[src/rtl/clk_div_pkg.sv]
// Shared types and clamp helpers for the multi-channel clock divider.
// Helpers take 32-bit operands, so DIV_W must not exceed 32.
package clk_div_pkg;

  typedef enum logic [1:0] {
    OFF  = 2'd0,
    RUN  = 2'd1,
    PEND = 2'd2
  } ch_state_t;

  // Divisors below 2 cannot produce a square wave, so they are raised to 2.
  function automatic logic [31:0] clamp_div(input logic [31:0] div);
    return (div < 32'd2) ? 32'd2 : div;
  endfunction

  function automatic logic [31:0] clamp_phase(input logic [31:0] phase, input logic [31:0] div);
    return (phase >= div) ? 32'd0 : phase;
  endfunction

endpackage

[src/rtl/clk_div_ch.sv]
// One divider channel: OFF/RUN/PEND FSM, period counter and registered outputs.
// Optional feature macro: CLK_DIV_PULSE_EN (per-period enable pulse on clk_en_out).
module clk_div_ch
  import clk_div_pkg::*;
#(
  parameter int DIV_W   = 8,
  parameter int DEF_DIV = 5
) (
  input  logic             clk,
  input  logic             rst_n,
  input  logic             en,
  input  logic             sync,
  input  logic             wr,
  input  logic [DIV_W-1:0] wr_div,
  input  logic [DIV_W-1:0] wr_phase,
  output logic             div_out,
  output logic             clk_en_out,
  output logic             pending,
  output ch_state_t        state_dbg
);

  localparam logic [DIV_W-1:0] RST_DIV = DIV_W'(clamp_div(32'(DEF_DIV)));

  ch_state_t        state, state_nx;
  logic [DIV_W-1:0] cnt, cnt_nx;
  logic [DIV_W-1:0] div, div_nx;
  logic [DIV_W-1:0] phase, phase_nx;
  logic [DIV_W-1:0] new_div, new_div_nx;
  logic [DIV_W-1:0] new_phase, new_phase_nx;
  logic [DIV_W-1:0] w_div, w_phase;
  logic [DIV_W-1:0] cnt_inc;
  logic             wrap;

  // The phase is clamped against the divisor it will be used with.
  assign w_div   = DIV_W'(clamp_div(32'(wr_div)));
  assign w_phase = DIV_W'(clamp_phase(32'(wr_phase), 32'(w_div)));
  assign wrap    = (cnt == div - DIV_W'(1));
  assign cnt_inc = wrap ? '0 : cnt + DIV_W'(1);

  always_ff @(posedge clk or negedge rst_n) begin
    if (!rst_n) begin
      state     <= OFF;
      cnt       <= '0;
      div       <= RST_DIV;
      phase     <= '0;
      new_div   <= RST_DIV;
      new_phase <= '0;
    end else begin
      state     <= state_nx;
      cnt       <= cnt_nx;
      div       <= div_nx;
      phase     <= phase_nx;
      new_div   <= new_div_nx;
      new_phase <= new_phase_nx;
    end
  end

  always_comb begin
    state_nx     = state;
    cnt_nx       = cnt;
    div_nx       = div;
    phase_nx     = phase;
    new_div_nx   = new_div;
    new_phase_nx = new_phase;
    case (state)
      OFF: begin
        cnt_nx = '0;
        if (wr) begin
          div_nx   = w_div;
          phase_nx = w_phase;
        end
        if (en) begin
          state_nx = RUN;
          cnt_nx   = wr ? w_phase : phase;
        end
      end
      RUN: begin
        if (!en) begin
          state_nx = OFF;
          cnt_nx   = '0;
          if (wr) begin
            div_nx   = w_div;
            phase_nx = w_phase;
          end
        end else if (sync) begin
          // A write landing with sync is applied first, then realigned.
          cnt_nx = phase;
          if (wr) begin
            div_nx   = w_div;
            phase_nx = w_phase;
            cnt_nx   = w_phase;
          end
        end else begin
          cnt_nx = cnt_inc;
          if (wr) begin
            new_div_nx   = w_div;
            new_phase_nx = w_phase;
            state_nx     = PEND;
          end
        end
      end
      PEND: begin
        if (!en || sync || wrap) begin
          div_nx   = new_div;
          phase_nx = new_phase;
          state_nx = en ? RUN : OFF;
          cnt_nx   = (en && sync) ? new_phase : '0;
        end else begin
          cnt_nx = cnt_inc;
        end
      end
      default: begin
        state_nx = OFF;
        cnt_nx   = '0;
      end
    endcase
  end

  always_ff @(posedge clk or negedge rst_n) begin
    if (!rst_n) begin
      div_out <= 1'b0;
    end else begin
      div_out <= (state != OFF) && (cnt < (div >> 1));
    end
  end

`ifdef CLK_DIV_PULSE_EN
  always_ff @(posedge clk or negedge rst_n) begin
    if (!rst_n) begin
      clk_en_out <= 1'b0;
    end else begin
      clk_en_out <= (state != OFF) && (cnt == '0);
    end
  end
`else
  assign clk_en_out = 1'b0;
`endif

  assign pending   = (state == PEND);
  assign state_dbg = state;

endmodule

[src/rtl/clk_div_multi.sv]
// N-channel clock divider / enable generator: config decode, cfg_ready mux, sync fan-out.
// Optional feature macro: CLK_DIV_PULSE_EN (enables clk_en_out pulses in every channel).
module clk_div_multi
  import clk_div_pkg::*;
#(
  parameter int NUM_CH  = 2,
  parameter int DIV_W   = 8,
  parameter int DEF_DIV = 5
) (
  input  logic                                          clkin,
  input  logic                                          rst_n,
  input  logic [NUM_CH-1:0]                             en,
  input  logic                                          sync,
  input  logic                                          cfg_valid,
  output logic                                          cfg_ready,
  input  logic [$clog2((NUM_CH > 1) ? NUM_CH : 2)-1:0]  cfg_ch,
  input  logic [DIV_W-1:0]                              cfg_div,
  input  logic [DIV_W-1:0]                              cfg_phase,
  output logic [NUM_CH-1:0]                             div_out,
  output logic [NUM_CH-1:0]                             clk_en_out,
  output logic [NUM_CH-1:0]                             pending,
  output logic [2*NUM_CH-1:0]                           dbg_state
);

  localparam int CH_W = $clog2((NUM_CH > 1) ? NUM_CH : 2);

  logic accept;

  // Handshake: a write transfers on a clkin edge where cfg_valid && cfg_ready;
  // cfg_ready is combinational from cfg_ch, and out-of-range channels always accept.
  always_comb begin
    cfg_ready = 1'b1;
    for (int i = 0; i < NUM_CH; i++) begin
      if (cfg_ch == CH_W'(i)) cfg_ready = !pending[i];
    end
  end

  assign accept = cfg_valid && cfg_ready;

  for (genvar g = 0; g < NUM_CH; g++) begin : g_ch
    ch_state_t st;

    clk_div_ch #(
      .DIV_W   (DIV_W),
      .DEF_DIV (DEF_DIV)
    ) u_ch (
      .clk        (clkin),
      .rst_n      (rst_n),
      .en         (en[g]),
      .sync       (sync),
      .wr         (accept && (cfg_ch == CH_W'(g))),
      .wr_div     (cfg_div),
      .wr_phase   (cfg_phase),
      .div_out    (div_out[g]),
      .clk_en_out (clk_en_out[g]),
      .pending    (pending[g]),
      .state_dbg  (st)
    );

    assign dbg_state[2*g +: 2] = st;
  end

endmodule

[config.mk]
export PLATFORM = sky130hd
export DESIGN_NAME = clk_div_multi
export DESIGN_NICKNAME = d
export VERILOG_FILES = /design/src/rtl/clk_div_pkg.sv /design/src/rtl/clk_div_ch.sv /design/src/rtl/clk_div_multi.sv
export SDC_FILE = /design/constraint.sdc
export NUM_CORES = 1
export LEC_CHECK = 0
export BUFFER_PORTS_ARGS = -buffer_cell sky130_fd_sc_hd__buf_4
export CORE_ASPECT_RATIO = 0.5
export CORE_MARGIN = 2
export CORE_UTILIZATION = 50
export DETAILED_ROUTE_END_ITERATION = 10
export PLACE_DENSITY = 0.68
export SLEW_MARGIN = 20
export SYNTH_ARGS = -nofsm -noshare
export SYNTH_HDL_FRONTEND = slang
export SYNTH_SLANG_ARGS = --single-unit
[constraint.sdc]
create_clock -name clkin -period 3.4 [get_ports clkin]
set_input_delay 0.34 -clock clkin [delete_from_list [all_inputs] [get_ports clkin]]
set_output_delay 0.34 -clock clkin [all_outputs]
set_load 0.01 [all_outputs]
==> results of run 1 <==
per-stage QoR:
step | setup slack, ps | total power (W) | instance area [sq um] | instances
2_1_floorplan | 746 | 0.00188 | 5190 | 559
3_3_place_gp | 332 | 0.00207 | 5510 | 706
3_5_place_dp | 281 | 0.00210 | 5510 | 706
4_1_cts | 583 | 0.00302 | 5790 | 723
5_1_grt | 333 | 0.00320 | 5790 | 723
6_report | 600 | 0.00301 | 5790 | 723
cell families (layout without fill, tap and decap cells):
family	count (synthesis)	count (layout)
AO/OA/AOI/OAI	181	181
XOR/XNOR	32	32
adder cells (fa/ha/maj)	24	24
buffers and inverters	70	94
flip-flops	86	86
multiplexers	14	14
other	1	2
AND/OR/NAND/NOR	150	150
metal layers:
metal / up-vias / part of all wire [%] / wire, microns
met5: - / 0 / 0
met4: 0 / 1.1 / 141
met3: 16 / 5.5 / 727
met2: 131 / 44 / 5750
met1: 2029 / 50 / 6550
li1: 2049 / - / -
final cells by class:
cell class / count / share of cell area, %
multi-input combinational: 403 / 47.0
inverter: 34 / 2.20
sequential: 86 / 37.3
clock inverter: 1 / 0.0864
clock buffer: 15 / 4.62
timing repair buffer: 44 / 5.75
tap: 140 / 3.03
power by group through the flow:
stage	clock network (W)	logic, W	registers [W]
3_5_place_dp	0	0.000675	0.00142
2_1_floorplan	0	0.000526	0.00136
3_3_place_gp	0	0.000656	0.00142
4_1_cts	0.000933	0.000683	0.00141
6_report	0.000922	0.000678	0.00141
5_1_grt	0.000976	0.000781	0.00144
state kept, by name (all words and copies together), names as in the netlist:
register             count
g_ch.u_ch.cnt           16
g_ch.u_ch.div           16
g_ch.u_ch.div_out        2
g_ch.u_ch.new_div       16
g_ch.u_ch.new_phase     16
g_ch.u_ch.phase         16
g_ch.u_ch.state_dbg      4
path summary, 6_finish.rpt:
| path | from | end | slack, ps | depth (start not counted) |
|---|---|---|---|---|
| setup reg to reg | g_ch[0].u_ch.div[0] | g_ch[0].u_ch.div[6] | 630 | 8 |
| min in group asynchronous | rst_n | g_ch[1].u_ch.new_div[6] | 530 | 2 |
| setup / recovery | cfg_div[4] | g_ch[0].u_ch.cnt[0] | 600 | 12 |
| max in group asynchronous | rst_n | g_ch[0].u_ch.new_div[0] | 2080 | 3 |
| hold / removal | en[0] | g_ch[0].u_ch.state_dbg[0] | 250 | 2 |
| hold reg to reg | g_ch[1].u_ch.new_div[4] | g_ch[1].u_ch.new_div[4] | 490 | 2 |
worst reg2reg max path, delay by kind of cell, from the launching register on:
kind / cells / cell delay, ps
AO/OA/AOI/OAI: 5 / 1440
XOR/XNOR: 1 / 290
adder cells (fa/ha/maj): 1 / 260
flip-flops: 1 / 580
buffers and inverters: 1 / 60
what timing repair did:
item	4_1_cts	5_1_grt
buffers inserted	0	0
hold endpoints to repair	6	0
setup endpoints to repair	0	0
hold buffers	1	0
synthesized netlist by cell type, types with 4 or more instances:
library cell / count
dfrtp_1: 78
nand2_1: 69
o21ai_0: 57
inv_1: 33
ha_1: 24
clkbuf_1: 22
o22ai_1: 22
a2bb2oi_1: 21
xnor2_1: 19
nor2_1: 17
a21o_1: 13
mux2i_1: 13
a21oi_1: 12
nand3_1: 12
xor2_1: 12
o211ai_1: 11
and3_1: 9
a22oi_1: 8
buf_4: 8
dfstp_2: 8
nand2b_1: 7
nor2b_1: 6
o21a_1: 5
o221ai_1: 5
a211oi_1: 4
a31oi_1: 4
and2_1: 4
o2bb2ai_1: 4
or2_2: 4
==> metrics.md, run 1 <==
| Metric | Value |
|---|---|
| Max frequency | `357 MHz` |
| Most used cells in the layout excluding fill and tap cells | `dfrtp_1, nand2_1, o21ai_0` |
| Share of the clock period used by the worst path after layout | `82.4%` |
| Largest delay share family, worst path | `compound AO/OA/AOI/OAI gates` |
| Required arrival time at the worst endpoint | `3640 ps` |
| I/O Buffers | `31` |
| Crit path max-delay cell type | `a31oi_1` |
| Final core utilization | `57.1%` |
| Deepest clock path buffer count | `2` |
| Share of power burned in registers | `46.8%` |
| Post-route clock skew | `3.40 ps` |
| Async S/R FF share, synth | `100%` |
| Number of antenna-violating nets in the routed design | `0` |
| Count of unique library cells instantiated by Yosys | `63` |
| Total standard cell area after synthesis | `5180 sq um` |
| Outcome | `completed` |
| Seq. cell area | `2160 sq um` |
| H-tree levels | `3` |
| Comb pwr share | `22.5%` |
| Worst hold-check slack | `253 ps` |
| Standard-cell row count | `26` |
| CTS buffer count | `9` |
| Switching power | `slightly above 0.0009 W` |
| Fraction of met1 tracks used by global routing | `38.1%` |
| Post-synthesis mux area share | `under 10%` |
| Area of the multi-input gates | `~2700 sq um` |
| Maximum vdd drop | `between 0.0002 and 0.0003 V` |
| Cell count after synthesis | `558` |
| Number of iterations in the first detailed-routing pass | `5` |
| Clk_lat worst skew | `330 ps` |
| Mapped Avg Cell Area | `9.29 sq um` |
| Residual overflow from global routing | `0` |
| Vias in the first global route | `4171` |
| Total GRT Usage | `about a quarter` |
| Cell Pwr Density | `520 nW/um^2` |
| Most common library cell in the layout ignoring fill and taps | `dfrtp_1` |
| Total buffers and inverters traversed by the critical path | `2` |
| Maximum number of pins on one net before global-route repair | `39` |
| Sw Share | `30.8%` |
| Fraction of power consumed by the clock network | `30.6%` |
| Worst endpoint data arrival time | `3040 ps` |
| Total internal power | `0.00208 W` |
| Worst Path Max Fanout | `10` |
| Worst min-delay path class | `in -> reg` |
| Area fraction of the dominant cell type after synthesis | `37.7%` |
| Clock period minus final worst setup slack | `between 2000 and 3000 ps` |
| Area share of fa/ha/maj cells after synthesis | `5.79%` |
| Area share of and/or/nand/nor cells after synthesis | `14.2%` |
| Synthesis-stage register bit count | `86` |
| Number of enable-type register cells in the synthesized netlist | `0` |
| CP Capture Type | `flop` |
| Final max-slew violation count | `0` |
| Area share of xor/xnor cells in the synthesized design | `5.67%` |
| Met2 track demand over resource | `37.5%` |
| Number of vias per cell | `about 5.8` |
| Number of warnings issued by yosys | `0` |
| Post-DP HPWL | `9.56 mm` |
| Setup repair after global routing missed its margin | `false` |
| Final setup TNS | `0 ps` |
| Number of failing setup endpoints in the final timing report | `0` |
| Starting density of the core | `51.1%` |
| Clk slew on worst S/H paths | `roughly 60 ps` |
| Number of gates resized after CTS | `0` |
| Post-synthesis sequential area ratio | `41.7%` |
| Complex-gate fraction of the synthesized area | `23.9%` |
| Die height | `76.0 microns` |
| Share of final-layout standard cells stronger than drive strength 1 | `13.2%` |
| Top-Level Pins | `34` |
| Type of the worst setup path | `in -> reg` |
| Drt wl/cell | `18.2 microns` |
| Nets | `around 630` |
| Critical path, cell by cell | `buf_4, nor4_1, nand2_1, o21ai_0, inv_1, ha_1, nand2b_1, a31oi_1, o21a_1, and2_1, mux2i_1, o221ai_1` |
| Post-synthesis cell type with the largest combined area | `dfrtp_1` |
| Weighted congestion at the end of routability-driven global placement | `0.955` |
| Post-route DRC | `0` |
| Category of the worst setup path launch point | `primary input` |
| First-pass GRT wire length | `between 20 and 25 mm` |
| Met3 capacity usage during global routing | `under 10%` |
| Hold violation total from the final report | `0` |
| Biggest cell delay along the critical path | `between 300 and 400 ps` |
| Initial antenna violation count | `0` |
| Worst Max-Slew Pin Slew | `844 ps` |
| Top flip-flop cell by instance count after synthesis | `dfrtp_1` |
| Overall routed net length | `13.2 mm` |
| Number of diodes added for antenna fixing | `0` |
| CTS tree | `built` |
| Layer carrying the most global-route usage | `met1` |
| Main combinational cell family by area after synthesis | `compound AO/OA/AOI/OAI gates` |
| Ranking of synthesized cells by area | `dfrtp_1, ha_1, o21ai_0` |
| Core area | `between 10000 and 15000 sq um` |
| Die footprint | `11200 sq um` |
| Count of vias placed by the detailed router | `4225` |
| Clock root buffer | `clkbuf_16` |
| Pleak | `2.71 nW` |
| Layout fillers | `910` |
| X dimension of the die | `between 100 and 150 microns` |
| Worst slew margin relative to its limit | `43.6%` |
| Detailed router's first-iteration violation count | `roughly 330` |
| Max-cap violations | `0` |
| Area growth from synthesis to layout | `11.7%` |
| Clock Sink Count | `86` |
(Power assumes the default switching activity.)
==> run 2: changes to the inputs <==
- PLACE_DENSITY: 0.68 -> 0.7
- clock period: 3.4 -> 2.5 ns (I/O delays scaled with it)
==> run 2 against run 1 <==
Effect of this change:
- register-to-register slack got worse by 570 ps
- clock skew up 6.0 ps
- critical path depth fell by 3
- hold slack got worse by 70 ps
- first-iteration DRC count up 17%
- largest power group unchanged
- via count grew 6.3%
- global-route usage is 0.35 points higher
- non-clock buffer count grew 46
- cell count is 6.4% higher
- setup slack got worse by 540 ps
==> metrics.md, run 2 (synthesis gave the netlist of run 1 again) <==
| Metric | Value |
|---|---|
| Post-route DRC | `0 (unchanged)` |
| Detailed router's first-iteration violation count | `381 (+17%)` |
| Weighted congestion at the end of routability-driven global placement | `0.834 (-13%)` |
| Post-DP HPWL | `9.96 mm (+4.2%)` |
| Type of the worst setup path | `reg -> reg` |
| Worst-case reg-to-reg path depth | `9 (+1)` |
| Comb pwr share | `26.3% (+3.8 points)` |
| Setup ws final | `55.7 ps (-544 ps)` |
| Count of vias placed by the detailed router | `4490 (+6.3%)` |
| Crit path max-delay cell type | `or4_4` |
| Max frequency | `about 410 MHz` |
| Number of diodes added for antenna fixing | `0 (unchanged)` |
| Maximum vdd drop | `0.000357 V (+31%)` |
| Die height | `76.0 microns (unchanged)` |
| Post-route total power | `0.00440 W (+46%)` |
| Final max-slew violation count | `0 (unchanged)` |
| Worst Max-Slew Pin Slew | `585 ps (-259 ps)` |
| Number of iterations in the first detailed-routing pass | `5 (unchanged)` |
| Starting density of the core | `51.1% (unchanged)` |
| Worst endpoint data arrival time | `2670 ps (-370 ps)` |
| Switching power | `0.00137 W (+48%)` |
| H-tree levels | `3 (unchanged)` |
| Residual overflow from global routing | `0 (unchanged)` |
| Reg-to-reg slack, setup | `60 ps (-570 ps)` |
| Initial antenna violation count | `0 (unchanged)` |
| CTS buffer count | `9 (unchanged)` |
| I/O Buffers | `31 (unchanged)` |
| Worst min-delay path class | `in -> reg` |
| Clock Sink Count | `86 (unchanged)` |
| Max-cap violations | `0 (unchanged)` |
| Clock period minus final worst setup slack | `between 2000 and 2500 ps` |
| Critical path endpoint | `g_ch[0].u_ch.phase[6]` |
| Standard-cell row count | `26 (unchanged)` |
| Setup repair after global routing missed its margin | `true` |
| Total buffers and inverters traversed by the critical path | `3 (+1)` |
| Worst slew margin relative to its limit | `61.0% (+17 points)` |
| CTS tree | `built` |
| First-pass GRT wire length | `22.6 mm (+1.1%)` |
| Crit path launch | `g_ch[0].u_ch.div[3]` |
| Core area | `10100 sq um (unchanged)` |
| Nets | `671 (+7.4%)` |
| Clk slew on worst S/H paths | `70 ps (about the same)` |
| Required arrival time at the worst endpoint | `2730 ps (-910 ps)` |
| Overall routed net length | `13.8 mm (+5.1%)` |
| Clock root buffer | `clkbuf_16` |
| Worst Path Max Fanout | `4 (-6)` |
| Drt wl/cell | `18.0 microns (-1.2%)` |
| Share of the clock period used by the worst path after layout | `97.8%` |
| Number of vias per cell | `5.84 (about the same)` |
| Area growth from synthesis to layout | `23.3%` |
| Category of the worst setup path launch point | `flop` |
| Most repeated library cell on the critical path | `buf_4` |
| Final core utilization | `63.0% (+5.9 points)` |
| Beginning of the worst register-to-register path | `g_ch[0].u_ch.div[3]` |
| Top-Level Pins | `34 (unchanged)` |
| Critical path, cell by cell | `or4_4, o221a_4, nor3_4, o41ai_4, buf_4, buf_4, buf_4, a21o_1, a22o_1` |
| Maximum number of pins on one net before global-route repair | `46 (+18%)` |
| X dimension of the die | `148 microns (unchanged)` |
| Outcome | `completed` |
| Sw Share | `31.1% (+0.30 points)` |
| Die footprint | `11200 sq um (unchanged)` |
| Pleak | `3.01 nW (+11%)` |
| Placed Instances | `743 (+5.2%)` |
| Fraction of power consumed by the clock network | `30.7% (about the same)` |
| Most common library cell in the layout ignoring fill and taps | `buf_4` |
| Share of final-layout standard cells stronger than drive strength 1 | `23.2% (+10 points)` |
| Number of failing setup endpoints in the final timing report | `0 (unchanged)` |
| Minimum setup slack after placement | `-255 ps (-537 ps)` |
| Critical path depth in cells | `9 (-3)` |
| Deepest clock path buffer count | `2 (unchanged)` |
| Most used cells in the layout excluding fill and tap cells | `buf_4, dfrtp_1, nand2_1` |
| Number of antenna-violating nets in the routed design | `0 (unchanged)` |
| Post-route clock skew | `9.36 ps (+5.96 ps)` |
| Total internal power | `0.00303 W (+46%)` |
| Cell Pwr Density | `689 nW/um^2 (+33%)` |
| Hold violation total from the final report | `0 (unchanged)` |
| Total GRT Usage | `25.4% (+0.35 points)` |
| CP Capture Type | `flop` |
| Share of power burned in registers | `43.0% (-3.8 points)` |
| Vias in the first global route | `4313 (+3.4%)` |
| Largest delay share family, worst path | `simple AND/OR/NAND/NOR gates` |
| Clk_lat worst skew | `340 ps (about the same)` |
| Reg-to-Reg End | `g_ch[0].u_ch.phase[6]` |
| Biggest cell delay along the critical path | `580 ps (+190 ps)` |
| Final non-filler cell total | `769 (+6.4%)` |
[run 2: routing by layer]
metal  share of wire, %  GRT usage, %  up-vias
li1                   -             -     2140
met1                 47          37.1     2206
met2                 45          38.3      122
met3                6.7          5.63       22
met4                1.9          6.95        0
met5                  0             0        -
[run 2: area by class of cell]
| class | count | area (sq um) |
|---|---|---|
| well taps | 140 | 175 |
| multi-input cells | 403 | 2880 |
| flip-flops and latches | 86 | 2160 |
| clock inverters | 6 | 61.3 |
| repair buffers | 90 | 741 |
| inverters | 34 | 128 |
| fillers | 839 | 3760 |
| clock buffers | 10 | 239 |
[run 2: power groups by stage]
| stage | Sequential [W] | Clock, W | Combinational (W) |
|---|---|---|---|
| after floorplan | 0.00184 | 0 | 0.000718 |
| after global placement | 0.00190 | 0 | 0.00101 |
| after detailed placement | 0.00190 | 0 | 0.00105 |
| after CTS | 0.00188 | 0.00136 | 0.00109 |
| after global routing | 0.00193 | 0.00141 | 0.00129 |
| final | 0.00189 | 0.00135 | 0.00116 |
[run 2: worst min-delay path by stage]
stage	startpoint	endpoint	slack, ps	cells after the start
finish	en[0]	g_ch[0].u_ch.state_dbg[0]	180	2
floorplan	rst_n	g_ch[0].u_ch.cnt[0]	-50	0
CTS	en[0]	g_ch[0].u_ch.state_dbg[0]	180	2
detailed placement	rst_n	g_ch[0].u_ch.state_dbg[0]	290	1
global placement	rst_n	g_ch[0].u_ch.state_dbg[1]	290	1
global route	en[0]	g_ch[0].u_ch.state_dbg[0]	190	2
[run 2: through the flow]
stage / hold WS, ps / instance area (sq um) / setup TNS (ps)
2_1_floorplan: -45.6 / 5190 / 0
6_report: 184 / 6390 / 0
3_3_place_gp: 292 / 5830 / -4900
3_5_place_dp: 291 / 5830 / -6090
4_1_cts: 180 / 6220 / 0
5_1_grt: 186 / 6390 / -254
[run 2: timing repair]
action | CTS | global route
gates cloned | 1 | 1
resized for setup | 12 | 20
hold buffers | 1 | 0
hold endpoints to repair | 38 | 0
endpoints found under the setup margin | 33 | 54
pin swaps | 4 | 12
buffers inserted | 3 | 5
